**config.mk**
```make
export PLATFORM = sky130hd
export DESIGN_NAME = if_stage_flat
export DESIGN_NICKNAME = d
export VERILOG_FILES = /design/src/rtl/if_stage_if.sv /design/src/rtl/if_stage.sv /design/src/flat_wrapper.sv
export SDC_FILE = /design/constraint.sdc
export NUM_CORES = 1
export LEC_CHECK = 0
export BUFFER_PORTS_ARGS = -buffer_cell sky130_fd_sc_hd__buf_4
export CORE_ASPECT_RATIO = 1.2
export CORE_UTILIZATION = 52
export CTS_CLUSTER_SIZE = 12
export DETAILED_ROUTE_END_ITERATION = 10
export PLACE_DENSITY = 0.93
export SLEW_MARGIN = 10
export SYNTH_ARGS = -nofsm -noshare
export SYNTH_HDL_FRONTEND = slang
export SYNTH_SLANG_ARGS = --single-unit
```
**constraint.sdc**
```tcl
create_clock -name clk -period 5.9 [get_ports clk]
set_input_delay 0.885 -clock clk [delete_from_list [all_inputs] [get_ports clk]]
set_output_delay 0.885 -clock clk [all_outputs]
set_load 0.005 [all_outputs]
```
**src/rtl/if_stage_if.sv**
```systemverilog
// Bus bundle between the fetch stage and its neighbours: hazard unit,
// EX branch resolution, ID jump detection, instruction memory and decode.
interface if_stage_if;
  logic        stall;
  logic        br_taken;
  logic [31:0] br_target;
  logic        jmp_taken;
  logic [31:0] jmp_target;
  logic [31:0] imem_addr;
  logic [31:0] imem_data;
  logic [31:0] pc;
  logic [31:0] ifid_pc4;
  logic [31:0] ifid_instr;
  logic        ifid_valid;
  logic [31:0] fetch_count;

  // Environment side: drives control and memory data, observes fetch state
  modport master (
    output stall, br_taken, br_target, jmp_taken, jmp_target, imem_data,
    input  imem_addr, pc, ifid_pc4, ifid_instr, ifid_valid, fetch_count
  );

  // Fetch stage side
  modport slave (
    input  stall, br_taken, br_target, jmp_taken, jmp_target, imem_data,
    output imem_addr, pc, ifid_pc4, ifid_instr, ifid_valid, fetch_count
  );
endinterface

```
**src/rtl/if_stage.sv**
```systemverilog
// Instruction-fetch stage of the 5-stage MIPS pipeline. Owns the PC,
// addresses instruction memory, and loads the IF/ID register for decode.
// Redirects (EX branch, ID jump) squash the younger fetch into a bubble;
// there are no delay slots.
module if_stage #(
  parameter logic [31:0] RESET_PC  = 32'h0000_0000,
  parameter logic [31:0] NOP_INSTR = 32'h0000_0000
) (
  input  logic      clk,
  input  logic      reset,
  if_stage_if.slave bus
);

  logic [31:0] pc_q,          pc_d;
  logic [31:0] ifid_pc4_q,    ifid_pc4_d;
  logic [31:0] ifid_instr_q,  ifid_instr_d;
  logic        ifid_valid_q,  ifid_valid_d;
  logic [31:0] fetch_count_q, fetch_count_d;
  logic [31:0] pc_plus4;

  assign pc_plus4 = pc_q + 32'd4;

  // Next-state selection: branch beats stall beats jump beats sequential fetch
  always_comb begin
    pc_d          = pc_q;
    ifid_pc4_d    = ifid_pc4_q;
    ifid_instr_d  = ifid_instr_q;
    ifid_valid_d  = ifid_valid_q;
    fetch_count_d = fetch_count_q;

    if (bus.br_taken) begin
      // The branch is older than anything stalled or any jump in ID
      pc_d         = {bus.br_target[31:2], 2'b00};
      ifid_pc4_d   = 32'h0000_0000;
      ifid_instr_d = NOP_INSTR;
      ifid_valid_d = 1'b0;
    end else if (bus.stall) begin
      // Hold everything; decode will re-present any jump once the stall clears
      pc_d = pc_q;
    end else if (bus.jmp_taken) begin
      pc_d         = {bus.jmp_target[31:2], 2'b00};
      ifid_pc4_d   = 32'h0000_0000;
      ifid_instr_d = NOP_INSTR;
      ifid_valid_d = 1'b0;
    end else begin
      pc_d          = pc_plus4;
      ifid_pc4_d    = pc_plus4;
      ifid_instr_d  = bus.imem_data;
      ifid_valid_d  = 1'b1;
      fetch_count_d = fetch_count_q + 32'd1;
    end
  end

  // State registers with synchronous reset that overrides any redirect or stall
  always_ff @(posedge clk) begin
    if (reset) begin
      pc_q          <= RESET_PC;
      ifid_pc4_q    <= 32'h0000_0000;
      ifid_instr_q  <= NOP_INSTR;
      ifid_valid_q  <= 1'b0;
      fetch_count_q <= 32'h0000_0000;
    end else begin
      pc_q          <= pc_d;
      ifid_pc4_q    <= ifid_pc4_d;
      ifid_instr_q  <= ifid_instr_d;
      ifid_valid_q  <= ifid_valid_d;
      fetch_count_q <= fetch_count_d;
    end
  end

  assign bus.imem_addr   = pc_q;
  assign bus.pc          = pc_q;
  assign bus.ifid_pc4    = ifid_pc4_q;
  assign bus.ifid_instr  = ifid_instr_q;
  assign bus.ifid_valid  = ifid_valid_q;
  assign bus.fetch_count = fetch_count_q;

endmodule

```
**src/flat_wrapper.sv**
```systemverilog
// flat-port wrapper written by rule: the top's interface ports become plain ports
module if_stage_flat 
#(
  parameter logic [31:0] RESET_PC  = 32'h0000_0000,
  parameter logic [31:0] NOP_INSTR = 32'h0000_0000
)
  (clk, reset, bus_stall, bus_br_taken, bus_br_target, bus_jmp_taken, bus_jmp_target, bus_imem_data, bus_imem_addr, bus_pc, bus_ifid_pc4, bus_ifid_instr, bus_ifid_valid, bus_fetch_count);
  if_stage_if bus_i ();
  input  logic clk;
  input  logic reset;
  input wire logic [$bits(bus_i.stall)-1:0] bus_stall;
  input wire logic [$bits(bus_i.br_taken)-1:0] bus_br_taken;
  input wire logic [$bits(bus_i.br_target)-1:0] bus_br_target;
  input wire logic [$bits(bus_i.jmp_taken)-1:0] bus_jmp_taken;
  input wire logic [$bits(bus_i.jmp_target)-1:0] bus_jmp_target;
  input wire logic [$bits(bus_i.imem_data)-1:0] bus_imem_data;
  output wire logic [$bits(bus_i.imem_addr)-1:0] bus_imem_addr;
  output wire logic [$bits(bus_i.pc)-1:0] bus_pc;
  output wire logic [$bits(bus_i.ifid_pc4)-1:0] bus_ifid_pc4;
  output wire logic [$bits(bus_i.ifid_instr)-1:0] bus_ifid_instr;
  output wire logic [$bits(bus_i.ifid_valid)-1:0] bus_ifid_valid;
  output wire logic [$bits(bus_i.fetch_count)-1:0] bus_fetch_count;
  assign bus_i.stall = bus_stall;
  assign bus_i.br_taken = bus_br_taken;
  assign bus_i.br_target = bus_br_target;
  assign bus_i.jmp_taken = bus_jmp_taken;
  assign bus_i.jmp_target = bus_jmp_target;
  assign bus_i.imem_data = bus_imem_data;
  assign bus_imem_addr = bus_i.imem_addr;
  assign bus_pc = bus_i.pc;
  assign bus_ifid_pc4 = bus_i.ifid_pc4;
  assign bus_ifid_instr = bus_i.ifid_instr;
  assign bus_ifid_valid = bus_i.ifid_valid;
  assign bus_fetch_count = bus_i.fetch_count;
  if_stage #(.RESET_PC(RESET_PC), .NOP_INSTR(NOP_INSTR)) u_core (.clk(clk), .reset(reset), .bus(bus_i));
endmodule
```
## Word level (Yosys, flattened, before mapping)

Cells that the tools add are included.

| word-level totals | value |
|---|---|
| register bits | 129 |
| word-level logic and storage cells | 20 |
| output and inout port bits | 161 |
| input port bits | 101 |

| operators by class | value |
|---|---|
| mux-type cells | 6 |
| reduce and logical (&&, ||, !) cells | 2 |
| equal/unequal tests | 1 |
| add/subtract/negate cells | 2 |
| bitwise operators | 3 |

Operators with widths:

| operator | count |
|---|---|
| 2-to-1 mux 32 bit | 5 |
| adder 32 x 1 -> 32 bit, second input constant | 1 |
| adder 32 x 3 -> 32 bit, second input constant | 1 |
| NOT 1 bit | 3 |
| AND reduction 3 bit | 1 |
| != test 2 x 1 -> 1 bit, second input constant | 1 |
| OR reduction 2 bit | 1 |
| 2-to-1 mux 1 bit | 1 |

## Logic depth before layout (Yosys ltp)

| logic depth | value |
|---|---|
| depth after elaboration | 4 |
| mapped depth | 7 |
| depth with buffers taken out | 6 |

## Worst setup path before layout

OpenSTA, ideal clock, no wires.

| path | value |
|---|---|
| path type | input port to flip-flop |
| from | in bus_stall |
| to | reg u_core.fetch_count_q[31] (netlist: u_core.bus.fetch_count[31]) |
| required time | 5.830 ns |
| library setup time | 0.070 ns |
| stages | 6 |
| arrival time | 2.289 ns |
| buffers on the path | 1 |
| slack | 3.540 ns |
| cells stage by stage | clkbuf_1 -> nor2_2 -> nand4_1 -> or2_2 -> or3_1 -> a21oi_1 |

| between the ends | value |
|---|---|
| cells in the longest elaborated chain, start to end | 2 |

RTL lines:

| what | line | text |
|---|---|---|
| from (decl) | flat_wrapper.sv:11 | `input wire logic [$bits(bus_i.stall)-1:0] bus_stall;` |
| NOT 1 bit (no line) | - |  |
| AND reduction 3 bit (no line) | - |  |
| to (signal assigned) | if_stage.sv:67 | `fetch_count_q <= fetch_count_d;` |
| to (decl) | if_stage.sv:18 | `logic [31:0] fetch_count_q, fetch_count_d;` |

Every way passes these cells.
A chain may end at the register's enable or synchronous reset.

## Final worst setup path

| path | value |
|---|---|
| from | in bus_stall |
| to | reg u_core.pc_q[21] (netlist: u_core.bus.imem_addr[21]) |

| between the ends | value |
|---|---|
| cells in the longest elaborated chain, start to end | 1 |

RTL lines:

| what | line | text |
|---|---|---|
| != test 2 x 1 -> 1 bit (no line) | - |  |
| to (signal assigned) | if_stage.sv:63 | `pc_q <= pc_d;` |
| to (decl) | if_stage.sv:14 | `logic [31:0] pc_q, pc_d;` |

Every way passes these cells.

==> impl_results.md <==
* Worst skew pair latency at 430 ps
* Largest net degree at the start of global routing at between 70 and 80
* Hold Crit Class: flop to flop
* Total CTS buffers at 17
* R2R setup slack at approximately 3300 ps
* DIE AREA at roughly 13000 um^2
* Worst slew pin tran at 889 ps
* Net load switching power at between 500 and 600 uW
* Setup CP Type: input port to flop
* Syn Nets at 882
* Tcrit/Tclk final at approximately 53%
* Worst-path fanout max at 76
* Drt initial violations at between 400 and 500
* Total grt overflow at 0
* 1st-pass router iterations at 5
* Pwr dens at roughly 260 nW/um^2
* FMAX at ~320 MHz
* Routed Antenna Nets at 0
* GRT Overall Usage at between 30% and 40%
* Worst r2r dst: u_core.bus.imem_addr[31]
* Count leader, synth: dfxtp_1
* Hold Fails Final Rpt at 0
* Num rows at 43
* CORE AREA at 11700 um^2
* Clock power share at a little under half
* Synth Cell Area at around 6300 um^2
* Top cells by area, synth: dfxtp_1 (40%), nor2_1 (6.1%), a22oi_1 (4.7%), xnor2_1 (4.5%), buf_4 (4.1%)
* Comb pwr share at 11.2%
* Antenna violations before repair at 0
* Mean post-synth cell area at 8.07 um^2
* WP data required at roughly 6300 ps
* HPWL Detailed at around 14 mm
* Slew HR at between 40% and 50%
* # setup viols final at 0
* Initial Util at a little over half
* CTS tree: yes
* Vias per inst at about 5.9
* CTS HTree Levels at 4
* Pleak at roughly 3.6 nW
* Reg-to-reg critical path startpoint: u_core.bus.imem_addr[6]
* Maximum vdd drop at between 150 and 200 uV
* CP Cell Sequence: buf_4, clkinv_1, nor2_1, buf_4, o21ai_0, nand2_1
* Sequential fraction of the synthesis area at 40.4%
* Hold Crit Endpoint: u_core.bus.ifid_pc4[25]
* Global placer's final weighted congestion at 0.869
* Global-route wire length before repair at about 31 mm
* Sequential share of power at 41.1%
* P&R area growth vs syn at 36.4%
* Share of layout cells above drive strength 1 at roughly 31%
* Max-slew violations at 0
* Final WS setup at between 2000 and 3000 ps
* Via count at 6724
* CTS Root Cell: clkbuf_16
* Vias in the first global route at between 6000 and 7000
* Top FF cell, synth: dfxtp_1
* DRC Markers at 0
* Clk buf depth at 2
* Synth top area share at between 40 and 50%
* Port bufs at approximately 260
* Ant diodes at 0
* CP bufs+invs at 3
* Drt wl/cell at ~18 um
* Top cells by count, synth: dfxtp_1 (127), nor2_1 (102), nand2_1 (57), a21oi_1 (46), o21ai_0 (42)
* Top delay family on crit path: buffers and inverters
* Cell count after synthesis at 779
* Die Wd at between 100 and 150 um
* Max-Cap Viols at 0
* Die Y at 122 um
* Final hold slack at about 450 ps
* Final min period at between 3000 and 4000 ps
* PostCTS Resize Cnt at 0
* Pwr Total at about 2.2 mW
* Switching Fraction at 23.4%
* RSZ-0062 raised after global routing: false
* Crit path max-delay cell type: clkinv_1
* Setup TNS at 0 ps
* Final nets at ~1100
* Unique masters post-synth at a little under 60
* Setup Skew at between 8 and 9 ps
* I/O pin count at around 260
* Post-synth EDFFs at 0
* Worst-path clk slew at 50 ps
* Ys async rst share at 0%
* Hold Path Cell Cnt at 2
* CP Capture Type: flop
* Setup bufs post-CTS at 0
* Flops & latches, synth at about 130
* Outcome: finished, final reports clean
* Clk sink count at between 100 and 150
* Critical path launch point type: input port
* Pre-CTS setup slack at about 2400 ps
* Synth area leader: dfxtp_1
* HP Start: u_core.bus.ifid_pc4[25]
* Cell mode on critical path: buf_4
* Yosys warnings at 0
* Slowest stage delay, CP at about 800 ps
* R2R depth at 5
* WL final at roughly 20 mm
* Critical path data arrival time at roughly 3500 ps
* Hold buffer count at CTS at 0
* Pint at between 1.5 and 2 mW
power by group through the flow:
| stage | clock network, mW | registers, mW | logic, mW |
|---|---|---|---|
| 6_report | 1.07 | 0.922 | 0.251 |
| 5_1_grt | 1.12 | 0.924 | 0.272 |
| 4_1_cts | 1.08 | 0.920 | 0.249 |
| 3_5_place_dp | 0 | 0.937 | 0.247 |
| 3_3_place_gp | 0 | 0.937 | 0.243 |
| 2_1_floorplan | 0 | 0.924 | 0.138 |
worst max-delay path by stage:
stage                     startpoint  cells after the start                    endpoint  slack (ps)
after CTS                  bus_stall                      6    u_core.bus.imem_addr[21]        2830
after floorplan            bus_stall                      6  u_core.bus.fetch_count[31]        3540
after detailed placement   bus_stall                      6    u_core.bus.imem_addr[21]        2410
final                      bus_stall                      6    u_core.bus.imem_addr[21]        2780
after global placement     bus_stall                      6    u_core.bus.imem_addr[21]        2390
after global routing       bus_stall                      6    u_core.bus.imem_addr[21]        2590
registers in the layout (all words and copies together) (netlist names):
name and count:
u_core.bus.ifid_pc4 32, u_core.bus.ifid_valid 1, u_core.bus.imem_addr 30, u_core.bus.ifid_instr 32, u_core.bus.fetch_count 32
layer usage:
layer / part of all wire [%] / global-route usage (%) / up-vias
met5: 0 / 0 / -
met3: 9.4 / 9.57 / 66
met4: 3.5 / 17.1 / 0
li1: - / - / 3136
met2: 48 / 54.2 / 390
met1: 39 / 38.4 / 3132
through the flow:
| stage | util (%) | instances | cell area, um^2 |
|---|---|---|---|
| detailed placement | 68.3 | 1107 | 7980 |
| CTS | 73.5 | 1138 | 8580 |
| finish | 73.5 | 1138 | 8580 |
| floorplan | - | 779 | 6290 |
| global placement | 68.3 | 1107 | 7980 |
| global route | 73.5 | 1138 | 8580 |
worst register-to-register path, delay by kind of cell (launching register included):
kind / cells / cell delay, ps
simple gates: 3 / 1500
flops: 1 / 530
xor+xnor: 1 / 220
compound gates: 1 / 290
cell families after synthesis:
family	Yosys count	share of synthesized area (%)
mux	9	1.51
fa+ha+maj	2	0.398
buf+inv	114	8.91
simple gates	296	23.3
compound gates	188	19.5
flops	127	40.4
xor+xnor	43	5.99
layout by cell type (no fill, tap or decap), types with 3 or more instances in the layout:
cell	n
o21ba_2	3
a21oi_1	46
a22oi_1	39
xor2_1	11
nor3_1	17
nand3_1	28
o21ai_0	42
o41ai_1	3
inv_1	24
or2_2	5
a31oi_1	8
nand4_1	19
clkbuf_8	4
a211oi_1	10
or3_1	7
o31a_1	3
and3_1	7
and4_1	11
nand2b_1	4
o31ai_1	4
o21a_1	4
nor4_1	23
nor3b_1	3
mux2_2	4
xnor2_1	32
clkbuf_16	17
mux2i_1	5
nand2_1	57
clkbuf_1	4
a221oi_1	6
bufinv_16	3
clkinv_2	3
dfxtp_1	127
nor2_1	101
buf_4	260
layout make-up:
cell class,instances,area (um^2)
sequential,127,2540
fill,853,3100
inverter,25,93.8
timing repair buffer,260,1950
clock buffer,25,495
clock inverter,6,105
tap,157,196
multi-input combinational,538,3190
(Power assumes the default switching activity.)
